`config.mk`:
```
export PLATFORM = sky130hd
export DESIGN_NAME = mul_share_arb
export DESIGN_NICKNAME = d
export VERILOG_FILES = /design/src/rtl/mul_share_arb.sv
export SDC_FILE = /design/constraint.sdc
export NUM_CORES = 1
export LEC_CHECK = 0
export CAP_MARGIN = 20
export CORE_ASPECT_RATIO = 0.5
export CORE_MARGIN = 5
export CORE_UTILIZATION = 32
export DETAILED_ROUTE_END_ITERATION = 8
export GPL_ROUTABILITY_DRIVEN = 0
export PLACE_DENSITY = 0.84
export SYNTH_ARGS = -nofsm -noshare
export SYNTH_HDL_FRONTEND = slang
export SYNTH_SLANG_ARGS = --single-unit
```
`constraint.sdc`:
```
create_clock -name Clk -period 1.7 [get_ports Clk]
set_input_delay 0.34 -clock Clk [delete_from_list [all_inputs] [get_ports Clk]]
set_output_delay 0.34 -clock Clk [all_outputs]
set_load 0.05 [all_outputs]
```
`src/rtl/mul_share_arb.sv`:
```
// ============================================================================
// Module   : mul_share_arb
// Purpose  : Round-robin arbiter sharing one truncating multiplier among NREQ
//            requesters; registered result port with ID and completion count.
//            Define MUL_ARB_PIPE_EN to add an operand register stage ahead
//            of the multiplier (latency 2 instead of 1).
// Revision : 1.0 - initial release
// ============================================================================
`default_nettype none

module mul_share_arb #(
    parameter int DATAWIDTH = 8,
    parameter int NREQ      = 4,
    parameter int IDW       = 2
) (
    input  logic                      Clk,
    input  logic                      Rst,
    input  logic [NREQ-1:0]           req,
    input  logic [NREQ*DATAWIDTH-1:0] a_in,
    input  logic [NREQ*DATAWIDTH-1:0] b_in,
    output logic [NREQ-1:0]           gnt,
    output logic [DATAWIDTH-1:0]      mul_a,
    output logic [DATAWIDTH-1:0]      mul_b,
    input  logic [DATAWIDTH-1:0]      mul_p,
    output logic [DATAWIDTH-1:0]      res,
    output logic [IDW-1:0]            res_id,
    output logic                      res_valid,
    input  logic                      res_ready,
    output logic [15:0]               ops_cnt
);

    localparam logic [NREQ-1:0] c_ONE  = {{(NREQ-1){1'b0}}, 1'b1};
    localparam logic [IDW-1:0]  c_LAST = IDW'(NREQ - 1);

    logic [IDW-1:0]       r_ptr;
    logic [DATAWIDTH-1:0] r_res;
    logic [IDW-1:0]       r_res_id;
    logic                 r_res_valid;
    logic [15:0]          r_ops_cnt;

    logic                 w_out_free;
    logic                 w_retire;
    logic                 w_found;
    logic [IDW-1:0]       w_win;
    int                   w_idx;
    logic                 w_can_take;
    logic                 w_grant;
    logic [DATAWIDTH-1:0] w_sel_a;
    logic [DATAWIDTH-1:0] w_sel_b;
    logic                 w_load_res;
    logic [IDW-1:0]       w_load_id;

    assign w_out_free = !r_res_valid || res_ready;
    assign w_retire   = r_res_valid && res_ready;

    // Rotating priority search: first active request at or after r_ptr wins.
    always_comb begin
        w_found = 1'b0;
        w_win   = '0;
        w_idx   = 0;
        for (int k = 0; k < NREQ; k++) begin
            if (int'(r_ptr) + k >= NREQ)
                w_idx = int'(r_ptr) + k - NREQ;
            else
                w_idx = int'(r_ptr) + k;
            if (!w_found && req[w_idx]) begin
                w_found = 1'b1;
                w_win   = w_idx[IDW-1:0];
            end
        end
    end

    assign w_sel_a = a_in[w_win*DATAWIDTH +: DATAWIDTH];
    assign w_sel_b = b_in[w_win*DATAWIDTH +: DATAWIDTH];
    assign w_grant = w_found && w_can_take && !Rst;
    assign gnt     = w_grant ? (c_ONE << w_win) : '0;

`ifdef MUL_ARB_PIPE_EN
    logic [DATAWIDTH-1:0] r_opa;
    logic [DATAWIDTH-1:0] r_opb;
    logic [IDW-1:0]       r_op_id;
    logic                 r_op_valid;

    // Operand stage loads when empty or when its contents move into res.
    assign w_can_take = !r_op_valid || w_out_free;
    assign w_load_res = r_op_valid && w_out_free;
    assign w_load_id  = r_op_id;
    assign mul_a      = Rst ? '0 : r_opa;
    assign mul_b      = Rst ? '0 : r_opb;

    always_ff @(posedge Clk) begin
        if (Rst) begin
            r_opa      <= '0;
            r_opb      <= '0;
            r_op_id    <= '0;
            r_op_valid <= 1'b0;
        end else if (w_grant) begin
            r_opa      <= w_sel_a;
            r_opb      <= w_sel_b;
            r_op_id    <= w_win;
            r_op_valid <= 1'b1;
        end else if (w_load_res) begin
            r_op_valid <= 1'b0;
        end
    end
`else
    assign w_can_take = w_out_free;
    assign w_load_res = w_grant;
    assign w_load_id  = w_win;
    assign mul_a      = w_grant ? w_sel_a : '0;
    assign mul_b      = w_grant ? w_sel_b : '0;
`endif

    always_ff @(posedge Clk) begin
        if (Rst) begin
            r_ptr       <= '0;
            r_res       <= '0;
            r_res_id    <= '0;
            r_res_valid <= 1'b0;
            r_ops_cnt   <= '0;
        end else begin
            if (w_grant)
                r_ptr <= (w_win == c_LAST) ? '0 : w_win + 1'b1;
            // A same-cycle load keeps res_valid high while the old result retires.
            if (w_load_res) begin
                r_res       <= mul_p;
                r_res_id    <= w_load_id;
                r_res_valid <= 1'b1;
            end else if (w_retire) begin
                r_res_valid <= 1'b0;
            end
            if (w_retire)
                r_ops_cnt <= r_ops_cnt + 16'd1;
        end
    end

    assign res       = r_res;
    assign res_id    = r_res_id;
    assign res_valid = r_res_valid;
    assign ops_cnt   = r_ops_cnt;

endmodule

`default_nettype wire

```
Word level (Yosys, flattened, before mapping)
Cells that the tools add are included.
{ "classes": {"n_addsub": 9, "eq_ne": 1, "muxes": 30, "shift": 3, "n_lt_le_gt_ge": 8, "n_reduce_logical": 13} }
{ "ops": {"columns": ["op", "n"], "rows": [
  ["< comparator 32 x 4 -> 1 bit, second input constant", 4],
  ["2-to-1 mux 32 bit", 4],
  ["greater-or-equal comparator 32 x 4 -> 1 bit, second input constant", 3],
  ["subtractor 32 x 4 -> 32 bit, second input constant", 3],
  ["variable part select 32 x 6 -> 8 bit", 2],
  ["adder 16 x 1 -> 16 bit, second input constant", 1],
  ["2-to-1 mux 8 bit", 2],
  ["2-to-1 mux 1 bit", 14],
  ["2-to-1 mux 2 bit", 5],
  ["binary-select mux 1 bit (select 2 bit)", 4],
  ["adder 2 x 2 -> 3 bit, second input constant", 2],
  ["logical AND 1 bit", 6],
  ["logical NOT 1 bit", 5],
  ["2-to-1 mux 4 bit", 1],
  ["left shift 1 x 2 -> 4 bit, first input constant", 1],
  ["subtractor 2 x 3 -> 4 bit, second input constant", 1],
  ["adder 2 x 1 -> 3 bit, second input constant", 1],
  ["greater-or-equal comparator 2 x 3 -> 1 bit, second input constant", 1],
  ["adder 2 x 1 -> 2 bit, second input constant", 1],
  ["equality test 2 bit, second input constant", 1],
  ["nonzero test 2 bit", 1],
  ["logical OR 1 bit", 1]
]} }
{ "totals": {"inputBits": 79, "output_inout_bits": 47, "reg_bits": 29, "wordCells": 69} }

Logic depth before layout (Yosys ltp)
{ "logic_depth": {"ltp_word": 18, "mapped_depth": 8, "depth_no_buf": 7} }

Worst setup path before layout
Ideal clock, no wire load.
{ "synth_timing": {"path_type": "register to output", "from": "register r_res_valid, in the netlist res_valid", "to": "output mul_a[4]", "arrival_time_ns": 2.129, "slack_ns": -0.769, "path_buffers": 1, "t_required_ns": 1.360, "path_stages_with_launch": 6, "cell_sequence": "dfxtp_1 > nand2b_1 > nor3b_4 > nand2_2 > buf_4 > o22ai_1"} }
{ "synth_via": {"elab_chain_len": 5} }
{ "synth_lines": {"columns": ["element", "line", "text"], "rows": [
  ["from (decl)", "38", "logic r_res_valid;"],
  ["from (signal assigned)", "119", "r_res_valid <= 1'b0;"],
  ["from (signal assigned)", "128", "r_res_valid <= 1'b1;"],
  ["from (signal assigned)", "130", "r_res_valid <= 1'b0;"],
  ["logical NOT 1 bit", "53", "assign w_out_free = !r_res_valid || res_ready;"],
  ["logical OR 1 bit", "53", null],
  ["logical AND 1 bit (2 in a row)", "75", "assign w_grant = w_found && w_can_take && !Rst;"],
  ["2-to-1 mux 8 bit", "110", "assign mul_a = w_grant ? w_sel_a : '0;"],
  ["to (decl)", "22", "output logic [DATAWIDTH-1:0] mul_a,"]
]} }
Every way passes these cells.

Worst setup path after layout
{ "layout_timing": {"from": "input req[0]", "to": "output mul_b[5]"} }
{ "layout_via": {"elab_chain_len": 16, "elab_cells_between_ends": 30, "cone_classes": "shift: 1; mux: 21; reduce/logical: 8"} }
{ "layout_lines": {"columns": ["element", "line", "text"], "rows": [
  ["from (decl)", "18", "input logic [NREQ-1:0] req,"],
  ["parallel branches: the longest is 15 deep, another holds binary-select mux 1 bit (select 2 bit)", null, null],
  ["2-to-1 mux 8 bit *", "111", "assign mul_b = w_grant ? w_sel_b : '0;"],
  ["to (decl)", "23", "output logic [DATAWIDTH-1:0] mul_b,"]
]} }
Mark *: on every way between the ends. The select of a mux whose other input is x is not followed.

==> out/metrics.yaml <==
status:
  status: "finished, violations left"
  failed_checks: "negative setup slack"
synthesis:
  synth_nets: 291
  synth_seq_cells: 29
  yosysWarnings: 0
  ys_types: 36
  yosysTopAreaCell: "dfxtp_1"
  syn_area_mm2: 0.00184
  syn_inst: 207
  seq_area_frac_synth_pct: 31.5
  postSynthAreaPerCell_um2: 8.89
  synth_area_leaders: "dfxtp_1 32%, mux2i_1 17%, o22ai_1 5.8%"
  yosys.area.top_type_share_pct: 31.5
worst_setup_path:
  r2r-start: "r_ptr[0]"
  required_ps: 1360
  timing.rr.end: "r_ptr[1]"
  startpoint: "req[0]"
  path_class: "input pin to output pin"
  r2r_cells: 8
  worst-endpoint-arrival_ps: 2010
  cp-endpoint: "mul_b[5]"
  reg2reg_slack_ps: 70
  cp_top_family: "compound AO/OA/AOI/OAI gates"
  worst-path-stages: 9
  cp-start-kind: "input pin"
  critPathBufInv: 4
  crit_chain: "clkdlybuf4s15_2, a21o_1, a21oi_2, o22a_4, buf_6, buf_16, mux2i_4, o22ai_4, buf_12"
  slowest_delay_ps: 270
  cp_max_fo: 4
  endpoint_kind: "output pin"
  crit_path_top_delay_cell: "mux2i_4"
timing:
  slew_viol_final: 0
  slew-limit-headroom_pct: 79.0
  tightest_slew_ps: 312
  setup_viol: 20
  holdWs_ps: 476
  grt_setup_unrepaired: "true"
  finalHoldViolCount: 0
  fmax_ghz: 0.425
  post-route-worst-setup-slack_ps: -653
  tns_ps: -11790
  post-route-min-period_ps: 2350
  post-route-period-util_pct: 138
  skew_ps: 4.44
global_routing:
  overflow: 0
  top_usage_layer: "met2"
  grtUsageMet2_pct: 44.2
  grt_pass1_wl_mm: 13.9
  antenna_found_initial: 0
  track_usage_pct: 24.3
  grt_pass1_vias: 2607
  grt_max_degree: 30
  use_met1_pct: 25.6
  gr-usage-met3_pct: 7.93
clock_network:
  clock_latency_ps: 280
  clock_sinks: 29
  path_clk_slew_ps: 50
  cts_buffers: 5
  cts_tree: "built"
  root_buffer: "clkbuf_16"
  ctsHoldBuffers: 0
  htreeDepth: 2
  clockBufferDepth: 2
detailed_routing:
  drt_iter0_markers: 132
  vias: 2338
  avgRoutedWirePerCell_um: 22.1
  first_pass_iters: 4
  routed_wl_mm: 9.69
  drt_drc_violations_left: 0
  ant_nets: 0
  routed_via_density: 5.34
power_and_ir_drop:
  pwr-share-seq_pct: 18.1
  switching_power_mw: 1.53
  p_clk_share_pct: 23.4
  p_leak_nw: 1.69
  irDropWorstVdd_mv: 0.605
  combPwrFrac_pct: 58.5
  p_int_mw: 2.65
  sw_frac_of_total_pct: 36.6
  power_density_mw_per_mm2: 950
floorplanning:
  dieWidth_um: 117
  rows: 19
  coreArea_mm2: 0.00554
  initial_utilization_pct: 33.2
  io_pins: 126
  die_area_mm2: 0.00746
  die_h_um: 63.6
final_layout:
  antenna_cells: 0
  layout.nets: 448
  drive_gt1_share_pct: 45.8
  syn2layout_area_growth_pct: 140
  layout.cells.non_filler: 438
  fillers: 278
placed_design:
  portBuffers: 125
  dp_hpwl_mm: 5.08
  dp_cells: 420
  place_ws_ps: -803
min_path:
  min_path_type: "flop to flop"
run:
  drv_cap: 0
[power by group through the flow]
| stage | Combinational, mW | Clock, mW | Sequential (mW) |
|---|---|---|---|
| 2_1_floorplan | 0.959 | 0 | 0.859 |
| 3_3_place_gp | 1.76 | 0 | 0.759 |
| 3_5_place_dp | 1.79 | 0 | 0.761 |
| 4_1_cts | 2.26 | 0.984 | 0.751 |
| 5_1_grt | 2.53 | 1.03 | 0.761 |
| 6_report | 2.45 | 0.979 | 0.760 |
[layout by cell type (no fill, tap or decap), types with 2 or more instances in the layout]
master,count
clkdlybuf4s50_1,73
buf_4,48
buf_12,24
mux2i_4,23
dfxtp_1,21
nand2_1,17
nor2_1,16
o22ai_4,15
nand2b_1,12
o21ai_0,11
xor2_1,9
mux2i_2,7
nand3_1,6
clkbuf_16,6
dfxtp_2,6
buf_6,6
xnor2_1,5
a21oi_1,4
ha_1,4
buf_16,4
a21oi_2,3
and2_4,3
nand4_1,3
inv_1,2
inv_2,2
o22ai_2,2
nand2b_4,2
nand2_4,2
mux2i_1,2
and3_1,2
and4_1,2
nor3_1,2
clkbuf_2,2
dlygate4sd2_1,2
dfxtp_4,2
[timing repair]
item	CTS	global route
cloned	4	0
buffers inserted	5	2
endpoints found under the setup margin	25	21
pin swaps	13	5
gates resized for setup	71	24
[per-stage QoR]
step / instance area [um^2] / util [%] / power (mW)
2_1_floorplan: 2070 / - / 1.82
3_3_place_gp: 3680 / 66.4 / 2.52
3_5_place_dp: 3680 / 66.4 / 2.55
4_1_cts: 4320 / 78.0 / 3.99
5_1_grt: 4410 / 79.6 / 4.31
6_report: 4410 / 79.6 / 4.19
[worst register-to-register path, cell delays in order, from the launching register on]
cell,delay [ps]
dfxtp_4,360
nand2b_4,140
a21oi_2,130
a211o_1,180
inv_2,80
buf_4,160
ha_1,270
nand2_1,80
o21ai_0,110
[cell type report]
type | count | area, um^2 | share of cell area, %
inverters | 5 | 23.8 | 0.539
well taps | 73 | 91.3 | 2.07
clock buffers | 8 | 168 | 3.80
flip-flops and latches | 29 | 596 | 13.5
repair buffers | 161 | 1800 | 40.9
multi-input cells | 162 | 1730 | 39.2
[logic make-up (layout without fill, tap and decap cells)]
family / after synthesis / count (layout) / synth area share (%)
simple gates: 72 / 72 / 21.8
compound gates: 39 / 39 / 12.4
mux: 32 / 32 / 17.4
flops: 29 / 29 / 31.5
buf+inv: 16 / 174 / 6.73
xor+xnor: 14 / 14 / 6.66
fa+ha+maj: 5 / 5 / 3.40
[state kept, by name (all words and copies together), names as in the netlist]
signal	cells
ops_cnt	16
r_ptr	2
res	8
res_id	2
res_valid	1
[worst min-delay path by stage]
stage	startpoint	slack (ps)	to	cells after the start
2_1_floorplan	mul_p[0]	450	res[0]	2
5_1_grt	res[1]	500	res[1]	2
3_3_place_gp	res[2]	460	res[2]	2
4_1_cts	res_id[1]	470	res_id[1]	2
6_report	res[4]	480	res[4]	2
3_5_place_dp	res_id[1]	460	res_id[1]	2
[cells in the mapped netlist (all sizes together)]
| library cell | count |
|---|---|
| mux2i | 32 |
| dfxtp | 29 |
| nand2 | 19 |
| o22ai | 17 |
| nor2 | 16 |
| nand2b | 14 |
| o21ai | 11 |
| xor2 | 9 |
| buf | 8 |
| a21oi | 7 |
| nand3 | 6 |
| ha | 5 |
| inv | 5 |
| xnor2 | 5 |
| and2 | 4 |
| clkbuf | 3 |
| nand4 | 3 |
| and3 | 2 |
| and4 | 2 |
| nor3 | 2 |
| nor4 | 2 |
| a211o | 1 |
| a21o | 1 |
| nor3b | 1 |
| o22a | 1 |
| o31ai | 1 |
| or3 | 1 |
[per-layer routing]
metal	vias to the layer above	wire length (um)
li1	1057	-
met1	1143	3700
met2	112	5030
met3	26	722
met4	0	235
met5	-	0
Note: power is estimated with default switching activity, not from simulation.
==> variant, RTL diff (same settings) <==
Change the parameter `NREQ` from 4 to 3.
--- a/src/rtl/mul_share_arb.sv
+++ b/src/rtl/mul_share_arb.sv
@@ -10,7 +10,7 @@
 
 module mul_share_arb #(
     parameter int DATAWIDTH = 8,
-    parameter int NREQ      = 4,
+    parameter int NREQ      = 3,
     parameter int IDW       = 2
 ) (
     input  logic                      Clk,
Ports: changed (resized a_in, b_in, gnt and req); port bits go from 126 to 108. The function was not compared with the original's and may differ.
==> variant against the original RTL <==
- final area increased by 12%
- critical path type is now reg -> out
- the run still ends with setup timing left
- core utilization decreased by 4.6 points
- setup slack got worse by 0.56 ns
- first-iteration DRC count increased by 51%
- synthesized area increased by 15%
- critical path depth increased by 3
- critical endpoint is now mul_a[7]
- hold slack got worse by 0.011 ns
- routed wire length increased by 6.6%
- count of clock-buffer cells in the layout decreased by 2
- sequential cell count unchanged
- non-clock buffer count increased by 18
Power is not compared: it rests on default switching activity, and its combinational part moved more than twofold at a synthesized area within 25%.
==> variant: results <==
[critical_path]
crit_slowest_cell = dfxtp_2
crit_fanout = 9
critPathArrivalTime_ns = 2.58
rr_endpoint = r_ptr[0]
crit_path_end = mul_a[7]
startpoint = r_ptr[1]
crit_family = buffers and inverters
max_stage_delay_ns = 0.34
ff2ff_path_depth = 11

[global_route]
met3_usage_pct = 4.90
grt_util_met2_pct = 39.2
grtUsageTotal_pct = 20.6
grt_pass1_vias = 2981
grt_pass1_wl_um = 14300
met1_usage_pct = 22.4

[layout]
sh_seq_area_pct = 12.5
multi_input_area_share_pct = 41.4
finalInstanceArea_sq_um = 4930
fillCellCount = 393
finalNonFillerCells = 545
nNonClkBuffers = 179
clk_share_pct = 3.30
multi_input_gates = 230
buffer_area_share_pct = 40.0
drive_above_1_share_pct = 48.8
layout.nets = 519
n_all_inverters = 7

[outcome]
violations = setup timing
status = finished with violations

[timing]
setup_viol = 32
setup-tns-final_ns = -28.32
fin_ws_ns = -1.22
relSlewSlack_pct = 70.5

[placed_design]
detailedPlace.worstSlack_ns = -1.11
dp.final_hpwl_um = 6070
placed_area_sq_um = 4190

[yosys]
avgSynthCellArea_sq_um = 7.36
synth_area_leaders = dfxtp_1 27%, a31oi_1 9.4%, o21ai_0 7.3%
synth_commonest_cells = 34 x nor2_1, 32 x a31oi_1, 31 x o21ai_0
synthDistinctLibCells = 48
syn_nets = 356

[clock_network]
cts_buffer_depth = 2

[hold_path]
hp-start = res[6]
hold_end = res[6]

[drt]
drtIter0Drc = 199
met2WireLength_um = 5230
dr_wl_met3_um = 645
drt-total-wl_um = 10300
wl_met1_um = 3960
-- variant: changes by cell type after synthesis, sizes merged, moves of 3 or more --
| cell | change |
|---|---|
| a31oi | +33 |
| mux2i | -27 |
| o21ai | +21 |
| nand3 | +19 |
| nor2 | +19 |
| a22oi | +16 |
| o22ai | -15 |
| clkbuf | +7 |
| buf | +5 |
| nand2b | -5 |
| or3 | +4 |
| and2 | -3 |
-- variant: what timing repair did --
item,CTS,global route
gates cloned,3,2
buffers inserted,9,9
endpoints found under the setup margin,39,38
gates resized for setup,46,31
hold endpoints to repair,0,0
pin swaps,4,7
-- variant: kinds of logic after synthesis --
kind of cell / after synthesis / synth area share (%)
adder cells (fa/ha/maj): 5 / 2.94
buffers and inverters: 30 / 6.59
flip-flops: 29 / 27.3
AND/OR/NAND/NOR: 112 / 27.0
multiplexers: 6 / 3.65
AO/OA/AOI/OAI: 96 / 28.0
XOR/XNOR: 11 / 4.53
